**config.mk**
```make
export PLATFORM = sky130hd
export DESIGN_NAME = sync_fifo_param
export DESIGN_NICKNAME = d
export VERILOG_FILES = /design/src/rtl/sync_fifo_pkg.sv /design/src/rtl/fifo_dp_mem.sv /design/src/rtl/sync_fifo_param.sv
export SDC_FILE = /design/constraint.sdc
export NUM_CORES = 1
export LEC_CHECK = 0
export ABC_AREA = 1
export CORE_UTILIZATION = 55
export CTS_CLUSTER_SIZE = 20
export DETAILED_ROUTE_END_ITERATION = 10
export GPL_ROUTABILITY_DRIVEN = 1
export PLACE_DENSITY = 0.76
export SLEW_MARGIN = 15
export SYNTH_ARGS = -nofsm -noshare
export SYNTH_HDL_FRONTEND = slang
export SYNTH_SLANG_ARGS = --single-unit
```
**constraint.sdc**
```tcl
create_clock -name clk -period 5.7 [get_ports clk]
set_input_delay 1.425 -clock clk [delete_from_list [all_inputs] [get_ports clk]]
set_output_delay 1.425 -clock clk [all_outputs]
set_load 0.005 [all_outputs]
```
**src/rtl/sync_fifo_pkg.sv**
```systemverilog
// rtl/sync_fifo_pkg.sv - shared widths, defaults and pointer-width helper for sync_fifo_param
package sync_fifo_pkg;

    function automatic int ptr_w(input int depth_log2);
        return depth_log2 + 1;
    endfunction

    localparam int WIDTH_DEF      = 8;
    localparam int DEPTH_LOG2_DEF = 3;
    localparam int AF_THRESH_DEF  = 6;
    localparam int AE_THRESH_DEF  = 1;
    localparam int PTR_W_DEF      = ptr_w(DEPTH_LOG2_DEF);

    typedef logic [PTR_W_DEF-1:0] ptr_def_t;
    typedef logic [WIDTH_DEF-1:0] data_def_t;

endpackage

```
**src/rtl/fifo_dp_mem.sv**
```systemverilog
// rtl/fifo_dp_mem.sv - simple dual-port storage, one write port, one registered read port
module fifo_dp_mem #(
    parameter int WIDTH      = 8,
    parameter int DEPTH_LOG2 = 3
) (
    input  logic                  clk,
    input  logic                  rst_n,
    input  logic                  i_wr_en,
    input  logic [DEPTH_LOG2-1:0] i_wr_addr,
    input  logic [WIDTH-1:0]      i_wr_data,
    input  logic                  i_rd_en,
    input  logic [DEPTH_LOG2-1:0] i_rd_addr,
    output logic [WIDTH-1:0]      o_rd_data
);

    logic [WIDTH-1:0] r_mem [2**DEPTH_LOG2];
    logic [WIDTH-1:0] r_rd_data;

    // Array is deliberately unreset; only the output register has a defined reset value.
    always_ff @(posedge clk) begin
        if (i_wr_en) begin
            r_mem[i_wr_addr] <= i_wr_data;
        end
    end

    always_ff @(posedge clk or negedge rst_n) begin
        if (!rst_n) begin
            r_rd_data <= '0;
        end else if (i_rd_en) begin
            r_rd_data <= r_mem[i_rd_addr];
        end
    end

    assign o_rd_data = r_rd_data;

endmodule

```
**src/rtl/sync_fifo_param.sv**
```systemverilog
// rtl/sync_fifo_param.sv - single-clock FIFO with count, threshold flags; SYNC_FIFO_ERR_EN adds sticky overflow/underflow
module sync_fifo_param
    import sync_fifo_pkg::*;
#(
    parameter int WIDTH      = WIDTH_DEF,
    parameter int DEPTH_LOG2 = DEPTH_LOG2_DEF,
    parameter int AF_THRESH  = AF_THRESH_DEF,
    parameter int AE_THRESH  = AE_THRESH_DEF
) (
    input  logic                  clk,
    input  logic                  rst_n,
    input  logic                  wr_en,
    input  logic [WIDTH-1:0]      wr_data,
    input  logic                  rd_en,
`ifdef SYNC_FIFO_ERR_EN
    input  logic                  clr_err,
    output logic                  overflow,
    output logic                  underflow,
`endif
    output logic [WIDTH-1:0]      rd_data,
    output logic                  rd_valid,
    output logic                  full,
    output logic                  empty,
    output logic                  almost_full,
    output logic                  almost_empty,
    output logic [DEPTH_LOG2:0]   count
);

    localparam int PW = ptr_w(DEPTH_LOG2);
    typedef logic [PW-1:0] ptr_t;
    localparam ptr_t AF_T = ptr_t'(AF_THRESH);
    localparam ptr_t AE_T = ptr_t'(AE_THRESH);

    ptr_t r_wr_ptr;
    ptr_t r_rd_ptr;
    logic r_rd_valid;
    logic w_wr_acc;
    logic w_rd_acc;
    ptr_t w_count;

    // Status is a pure function of the registered pointers.
    assign empty        = (r_wr_ptr == r_rd_ptr);
    assign full         = (r_wr_ptr[DEPTH_LOG2-1:0] == r_rd_ptr[DEPTH_LOG2-1:0]) &&
                          (r_wr_ptr[DEPTH_LOG2] != r_rd_ptr[DEPTH_LOG2]);
    assign w_count      = r_wr_ptr - r_rd_ptr;
    assign count        = w_count;
    assign almost_full  = (w_count >= AF_T);
    assign almost_empty = (w_count <= AE_T);

    assign w_wr_acc = wr_en && !full;
    assign w_rd_acc = rd_en && !empty;

    always_ff @(posedge clk or negedge rst_n) begin
        if (!rst_n) begin
            r_wr_ptr   <= '0;
            r_rd_ptr   <= '0;
            r_rd_valid <= 1'b0;
        end else begin
            if (w_wr_acc) begin
                r_wr_ptr <= r_wr_ptr + ptr_t'(1);
            end
            if (w_rd_acc) begin
                r_rd_ptr <= r_rd_ptr + ptr_t'(1);
            end
            r_rd_valid <= w_rd_acc;
        end
    end

    assign rd_valid = r_rd_valid;

    fifo_dp_mem #(
        .WIDTH      (WIDTH),
        .DEPTH_LOG2 (DEPTH_LOG2)
    ) u_mem (
        .clk       (clk),
        .rst_n     (rst_n),
        .i_wr_en   (w_wr_acc),
        .i_wr_addr (r_wr_ptr[DEPTH_LOG2-1:0]),
        .i_wr_data (wr_data),
        .i_rd_en   (w_rd_acc),
        .i_rd_addr (r_rd_ptr[DEPTH_LOG2-1:0]),
        .o_rd_data (rd_data)
    );

`ifdef SYNC_FIFO_ERR_EN
    logic r_overflow;
    logic r_underflow;

    // A new error in the same cycle as clr_err keeps the flag set.
    always_ff @(posedge clk or negedge rst_n) begin
        if (!rst_n) begin
            r_overflow  <= 1'b0;
            r_underflow <= 1'b0;
        end else begin
            if (wr_en && full) begin
                r_overflow <= 1'b1;
            end else if (clr_err) begin
                r_overflow <= 1'b0;
            end
            if (rd_en && empty) begin
                r_underflow <= 1'b1;
            end else if (clr_err) begin
                r_underflow <= 1'b0;
            end
        end
    end

    assign overflow  = r_overflow;
    assign underflow = r_underflow;
`endif

endmodule

```
=== Yosys cells after proc, flatten, opt, wreduce, memory -nomap -nowiden ===
Memory sizes are Yosys's and may differ from the RTL's. A register that Yosys moved wholly into a read port is not among the register bits.
Cells that the tools add are included.

* $add $sub $neg: 3
* Magnitude comparators: 2
* Equality and inequality tests: 3
* Muxes and demuxes: 2
* Reduce and logical (&&, ||, !) cells: 6

{| class="wikitable"
|+ Operators with widths
! cell !! number
|-
| $add 4x1->4 const B || 2
|-
| $eq 4x4->1 || 1
|-
| $ge 4x3->1 const B || 1
|-
| $le 4x1->1 const B || 1
|-
| $sub 4x4->4 || 1
|-
| $eq 3x3->1 || 1
|-
| $logic_and 1x1->1 || 3
|-
| $logic_not 1->1 || 3
|-
| $mux 1 || 2
|-
| $ne 1x1->1 || 1
|}

* Register bits: 9
* Memory bits (writable): 64
* Input bits: 12
* Output and inout port bits: 17
* Memories kept: 1

{| class="wikitable"
|+ Memory list
! name !! depth !! bits a word !! read ports !! clocked after Yosys merged registers in !! write ports !! RTL line !! text
|-
| u_mem.r_mem || 8 || 8 || 1 || 1 || 1 || fifo_dp_mem.sv:16 || <nowiki>logic [WIDTH-1:0] r_mem [2**DEPTH_LOG2];</nowiki>
|}

=== Logic depth before layout (Yosys ltp) ===
Gate-level depths: netlist of run 1.

* Depth after elaboration: 6
* Depth in mapped cells: 12
* Gate-level depth less buffers: 10

=== Cells and area by module ===
From an unflattened synthesis of run 1, not the netlist that was laid out.

* Cells, all modules: 382
* Area total of the unflattened synthesis: 3724.8 sq um

{| class="wikitable"
|+ Modules (own cells, without submodules)
! module !! instances !! cells each !! area an instance (sq um) !! sequential area each (sq um)
|-
| fifo_dp_mem || 1 || 297 || 3089.2 || 2122.0
|-
| sync_fifo_param || 1 || 85 || 635.6 || 225.2
|}

=== Least setup slack after synthesis of run 1 ===
Ideal clock, no wire load.

* Kind: flip-flop to output port
* From: register r_rd_ptr[1]
* To: output port almost_empty
* Data arrival time: 1.574 ns
* Required time: 4.275 ns
* Slack: 2.701 ns
* Stages on the path, launching flop included: 10
* Buffers on the path: 2
* Cells stage by stage: dfrtp_1 > buf_2 > inv_2 > buf_2 > ha_1 > nand3b_1 > nand2_1 > nand2_1 > nand2_1 > nor3_1

* Longest elaborated chain between the ends: 2

{| class="wikitable"
|+ RTL lines
! element !! RTL line !! text
|-
| from (decl) || sync_fifo_param.sv:35 || <nowiki>ptr_t r_rd_ptr;</nowiki>
|-
| from (signal assigned) || sync_fifo_param.sv:63 || <nowiki>r_rd_ptr <= r_rd_ptr + ptr_t'(1);</nowiki>
|-
| $sub 4x4->4 || sync_fifo_param.sv:45 || <nowiki>assign w_count = r_wr_ptr - r_rd_ptr;</nowiki>
|-
| named net count[3] || sync_fifo_param.sv:26 || <nowiki>output logic [DEPTH_LOG2:0] count</nowiki>
|-
| $le 4x1->1 || sync_fifo_param.sv:48 || <nowiki>assign almost_empty = (w_count <= AE_T);</nowiki>
|-
| to (decl) || sync_fifo_param.sv:25 || <nowiki>output logic almost_empty,</nowiki>
|}

The timed path passes the listed nets, and every way through them passes these cells.

=== Worst setup path in the final report of run 1 ===
* From: register r_rd_ptr[1]
* To: output port almost_empty

* Longest elaborated chain between the ends: 2

{| class="wikitable"
|+ RTL lines
! element !! RTL line
|-
| $sub 4x4->4 || sync_fifo_param.sv:45
|-
| $le 4x1->1 || sync_fifo_param.sv:48
|}

Every way passes these cells.

==> results.md, run 1 <==
* Outcome: finished with violations
* Failing checks: design-rule violations
* Post-Synth XOR/XNOR Area at 1.19%
* Starting Density at 57.4%
* Area growth, synth to finish at 14.8%
* Vias in the first global route at 2395
* Hold Vio Cnt, Final at 0
* Unrepaired setup endpoints after global routing: false
* Total inserted antenna cells at 0
* Post-Layout Cell Count at 473
* Max FO, Critical Path at 20
* Synth Register Bits at 81
* Layout Nets at 409
* CORE AREA at 6420 µm²
* Routed len/inst at 15.3 µm
* Post-synthesis mux area share at 0%
* Post-synthesis adder-cell area fraction at 2.24%
* Hold Crit Class: flop to flop
* Fin. max-slew vios at 0
* Placed wire-length estimate at 4540 µm
* Worst Max-Slew Pin Slew at 1020 ps
* Register area share after synthesis at 63.6%
* Max_cap viols at 0
* CTS hold repair buffers at 0
* CTS max path bufs at 2
* CTS Root Buffer Type: clkbuf_8
* Tmin final at 4380 ps
* Fillers at 502
* Placed Instance Area at 4000 µm²
* Share of cells above drive strength 1 at 9.85%
* Setup-failing EPs final at 0
* Critical path origin: r_rd_ptr[1]
* Fin area at 4230 µm²
* Reg area at 2350 µm²
* IO Port Bufs at 28
* Final wirelength at 7230 µm
* DR iter-0 viols at 175
* Reg2reg end: u_mem.r_mem[6][3]
* Cts bufs inserted at 9
* Top achievable clock speed at 228 MHz
* Via count at 2429
* Netlist cell types at 25
* Via density at 5.14
* Leak at 1.89 nW
* Worst-Skew Late Latency at 350 ps
* Mean Syn Cell Area at 10.2 µm²
* Arr. time, crit path at 2950 ps
* Synthesized net count at 381
* Setup Fix Bufs, Post-CTS at 0
* Boundary pin count at 29
* Rows at 29
* Largest family of logic cells by synthesized area: simple AND/OR/NAND/NOR gates
* Clock-pin transition on the worst setup and hold timing paths at 80 ps
* Hold Crit Start: u_mem.o_rd_data[1]
* R2R setup slack at 2380 ps
* TritonCTS clock tree: yes
* Clock sink total at 81
* Critical path data required time at 4280 ps
* GRT Total Usage at 23.0%
* GP Congestion at 0.849
* Die Y at 83.9 µm
* Largest net degree at the start of global routing at 36
* Placed insts at 457
* Initial antenna violation count at 0
* Worst setup endpoint: almost_empty
* Yosys top cell by area: edfxtp_1
* Fin Hold WS at 481 ps
* Synth area leaders: edfxtp_1 52%, nand2_1 12%, dfrtp_1 12%
* Synth Instances at 363
* Period utilization at 76.8%
* Critical path capture point type: primary output
* PostCTS Resize Cnt at 0
* Drc violations at 6
* Drt first pass iters at 7
* Yosys warns at 0
* R2r startpoint: r_rd_ptr[1]
* Relative slew slack at 31.6%
* Reg2reg path depth at 9
* Die X at 83.9 µm
* Die Footprint at 7040 µm²
* Post-Syn Area at 3690 µm²
* Worst setup path class: flop to primary output
* Area of the multi-input gates at 1030 µm²
* Global-route wire length before repair at 12000 µm
* Max Clock Skew at 6.72 ps
* Antenna viol nets, final at 0
* Setup crit start kind: flop
* Top cell type's share of synthesized area at 52.1%
* Simple-Gate Fraction of Synth Area at 23.6%
* Pwr Density at 542 nW/µm²
* Synth Area in Compound Gates at 0.746%
* # H-tree levels at 3
* Grt total ovfl at 0
* Maximum vdd drop at 0.234 mV
* Setup TNS at 0 ps
synthesized netlist by cell type, drive strengths merged:
| master | count |
|---|---|
| nor3 | 1 |
| nor2 | 9 |
| a21oi | 1 |
| xor2 | 4 |
| edfxtp | 64 |
| inv | 64 |
| nand3b | 1 |
| ha | 5 |
| nand3 | 52 |
| xnor2 | 1 |
| o21ai | 3 |
| fa | 1 |
| nand2 | 127 |
| dfrtp | 17 |
| o211ai | 1 |
| buf | 12 |
cells in the final DEF (no fill, tap or decap), drive strengths merged, types with 2 or more instances in the layout:
cell,count
nand2,127
dfrtp,17
clkinv,2
nand3,52
o21ai,3
bufinv,3
ha,5
nor2,9
xor2,4
inv,64
edfxtp,64
clkbuf,10
clkdlybuf4s50,28
cell type report:
type / instances / share of cell area, %
Tap cell: 77 / 2.28
Clock inverter: 6 / 2.51
Clock buffer: 10 / 3.01
Multi-Input combinational cell: 206 / 24.2
Inverter: 64 / 5.73
Timing Repair Buffer: 29 / 6.80
Sequential cell: 81 / 55.4
layer usage:
metal | part of all wire, % | track usage, % | wire length (µm)
met1 | 43 | 28.9 | 3110
met2 | 51 | 38.3 | 3670
met3 | 4.8 | 5.93 | 345
met4 | 1.5 | 9.09 | 106
met5 | 0 | 0 | 0
critical path, cell delays in order, from the launching register on:
cell and delay [ps]:
dfrtp_1 880, inv_2 330, ha_1 400, nand3b_1 110, nand2_1 60, nand2_1 80
nand2_1 70, nor3_1 150, clkdlybuf4s50_1 530
flip-flops by register name (all words and copies together) (netlist names):
name	flops
r_rd_ptr	4
r_wr_ptr	4
rd_valid	1
u_mem.o_rd_data	8
u_mem.r_mem	64
stage by stage:
| stage | util (%) | power, mW | setup slack, ps |
|---|---|---|---|
| 2_1_floorplan | - | 1.47 | 2700 |
| 3_3_place_gp | 62.3 | 1.79 | 1820 |
| 3_5_place_dp | 62.3 | 1.82 | 1720 |
| 4_1_cts | 65.9 | 2.31 | 1320 |
| 5_1_grt | 65.9 | 2.47 | 1120 |
| 6_report | 65.9 | 2.29 | 1320 |
where the power goes:
part           total, mW  switching [mW]  internal (mW)
combinational      0.947           0.543          0.404
clock              0.489           0.200          0.289
sequential         0.859          0.0909          0.768
cells by family (layout without fill, tap and decap cells):
logic type | count (synthesis) | after routing
flip-flops | 81 | 81
adder cells (fa/ha/maj) | 6 | 6
XOR/XNOR | 5 | 5
buffers and inverters | 76 | 109
AO/OA/AOI/OAI | 5 | 5
AND/OR/NAND/NOR | 190 | 190
how the worst min path moves through the flow:
stage,end,depth (start not counted)
6_report,u_mem.o_rd_data[1],2
5_1_grt,u_mem.o_rd_data[4],2
4_1_cts,u_mem.o_rd_data[1],2
3_5_place_dp,u_mem.o_rd_data[1],2
3_3_place_gp,u_mem.o_rd_data[0],2
2_1_floorplan,u_mem.o_rd_data[0],2
Note: power is estimated with default switching activity, not from simulation.
==> inputs of run 2 (changes only) <==
CORE_UTILIZATION = 52   (was 55)
PLACE_DENSITY = 0.75   (was 0.76)
clock period = 3.9 ns   (was 5.7 ns; I/O delays follow)
==> results.md, run 2 (synthesized netlist as in run 1, its figures left out) <==
* Drc violations at 0 (-6)
* Max FO, Critical Path at 18 (-10%)
* # H-tree levels at 3 (unchanged)
* CTS hold repair buffers at 0 (unchanged)
* Post-Layout Cell Count at 500 (+5.7%)
* Total inserted antenna cells at 0 (unchanged)
* Antenna viol nets, final at 0 (unchanged)
* TritonCTS clock tree: yes
* Setup crit start kind: flop
* Boundary pin count at 29 (unchanged)
* Tmin final at 3610 ps
* Die X at 86.2 µm (+2.8%)
* Hold Vio Cnt, Final at 0 (unchanged)
* GP Congestion at 0.851 (+0.31%)
* Rows at 30 (+3.4%)
* Fillers at 558 (+11%)
* Final wirelength at 7130 µm (-1.4%)
* Vias in the first global route at 2321 (-3.1%)
* Most flop-heavy register: u_mem.r_mem
* Worst path buffer plus inverter count at 2 (unchanged)
* CTS max path bufs at 2 (unchanged)
* Critical path capture point type: primary output
* Setup Fix Bufs, Post-CTS at 0 (unchanged)
* Top achievable clock speed at 277 MHz
* IO Port Bufs at 28 (unchanged)
* Cts bufs inserted at 9 (unchanged)
* Setup TNS at 0 ps (unchanged)
* CP Cell Sequence: inv_2, ha_1, nand3b_1, nand2_1, nand2_1, nand2_1, nor3_1, clkdlybuf4s50_1
* Hold Crit Class: flop to flop
* DR iter-0 viols at 228 (+30%)
* Placed wire-length estimate at 4640 µm (+2.2%)
* Via density at 4.93 (-4.0%)
* Slowest stage delay, CP at 670 ps (-210 ps)
* Worst setup path class: flop to primary output
* Max_cap viols at 0 (unchanged)
* Largest net degree at the start of global routing at 36 (unchanged)
* Critical path data required time at 2920 ps (-1360 ps)
* Starting Density at 54.0% (-3.4 points)
* Share of cells above drive strength 1 at 11.9% (+2.0 points)
* Max Clock Skew at 10.3 ps (+3.59 ps)
* Global-route wire length before repair at 11500 µm (-3.9%)
* Maximum vdd drop at 0.361 mV (+55%)
* Grt total ovfl at 0 (unchanged)
* Routed len/inst at 14.3 µm (-6.7%)
* Slowest cell on the critical path: dfrtp_1
* Die Y at 86.2 µm (+2.8%)
* Worst Max-Slew Pin Slew at 1000 ps (-17.2 ps)
* Relative slew slack at 32.8% (+1.2 points)
* Clock sink total at 81 (unchanged)
* Drt first pass iters at 4 (-3)
* Fin Hold WS at 483 ps (+2.48 ps)
* Worst-Skew Late Latency at 340 ps (about the same)
* Arr. time, crit path at 2630 ps (-320 ps)
* CORE AREA at 6830 µm² (+6.4%)
* Max FFs per register at 64 (unchanged)
* Setup-failing EPs final at 0 (unchanged)
* Crit-path most repeated cell: nand2_1
* Placed insts at 484 (+5.9%)
* Period utilization at 92.5%
* Leak at 1.92 nW (+1.7%)
* Area growth, synth to finish at 16.3%
* PostCTS Resize Cnt at 0 (unchanged)
* Outcome: finished clean
* Top Family by Delay on Critical Path: buffers and inverters
* Unrepaired setup endpoints after global routing: false
* Clock-pin transition on the worst setup and hold timing paths at 80 ps (about the same)
* Most common cell after layout, fill and taps aside: nand2_1
* Pwr Density at 766 nW/µm² (+41%)
* Initial antenna violation count at 0 (unchanged)
* Fin. max-slew vios at 0 (unchanged)
* Die Footprint at 7430 µm² (+5.6%)
* CTS Root Buffer Type: clkbuf_8
* Layout Nets at 417 (+2.0%)
* Via count at 2464 (+1.4%)
* Most frequent cells in the layout: 120 x nand2_1, 64 x edfxtp_1, 57 x inv_1
* GRT Total Usage at 21.4% (-1.7 points)
## run 2: final timing paths
kind,start,slack [ps],depth (start not counted),end
worst max-delay path,r_rd_ptr[1],290,8,almost_empty
worst min-delay path,u_mem.o_rd_data[7],480,2,u_mem.o_rd_data[7]
worst max register to register,r_rd_ptr[1],900,9,u_mem.r_mem[4][4]
worst min register to register,u_mem.o_rd_data[7],480,2,u_mem.o_rd_data[7]
max in group asynchronous,rst_n,2260,1,u_mem.o_rd_data[5]
min in group asynchronous,rst_n,1110,1,r_rd_ptr[0]
## run 2: layout make-up
| type | instances | area, µm² | share of cell area [%] |
|---|---|---|---|
| sequential | 81 | 2350 | 54.7 |
| multi-input combinational | 206 | 1030 | 23.9 |
| timing repair buffer | 37 | 348 | 8.11 |
| inverter | 64 | 243 | 5.66 |
| clock buffer | 12 | 155 | 3.62 |
| tap | 96 | 120 | 2.80 |
| clock inverter | 4 | 51.3 | 1.20 |
## run 2: worst register-to-register path: stages, from the launching register on
cell     delay [ps]
dfrtp_1         670
inv_2           270
ha_1            370
nand2_2          90
nor2_4           40
nand2_1         100
nand2_2         110
inv_2           110
nand2_2          90
nor2_1          770
## run 2: per-layer routing
layer | vias up | track usage [%] | part of all wire, %
met2 | 79 | 33.3 | 48
li1 | 1229 | - | -
met5 | - | 0 | 0
met1 | 1147 | 29.2 | 44
met3 | 9 | 4.57 | 5.6
met4 | 0 | 9.55 | 1.6
## run 2: metrics by stage
step	power, mW	setup WS (ps)	utilization (%)	cell area [µm²]
after floorplan	2.15	1350	-	3690
final	3.29	294	62.8	4290
after detailed placement	2.69	693	59.8	4080
after CTS	3.31	296	62.8	4290
after global routing	3.53	129	62.8	4290
after global placement	2.65	746	59.8	4080
## run 2: where the power goes
part	internal [mW]	total (mW)	switching, mW
clock	0.332	0.618	0.285
combinational	0.615	1.42	0.807
sequential	1.12	1.25	0.125
total	2.07	3.29	1.22
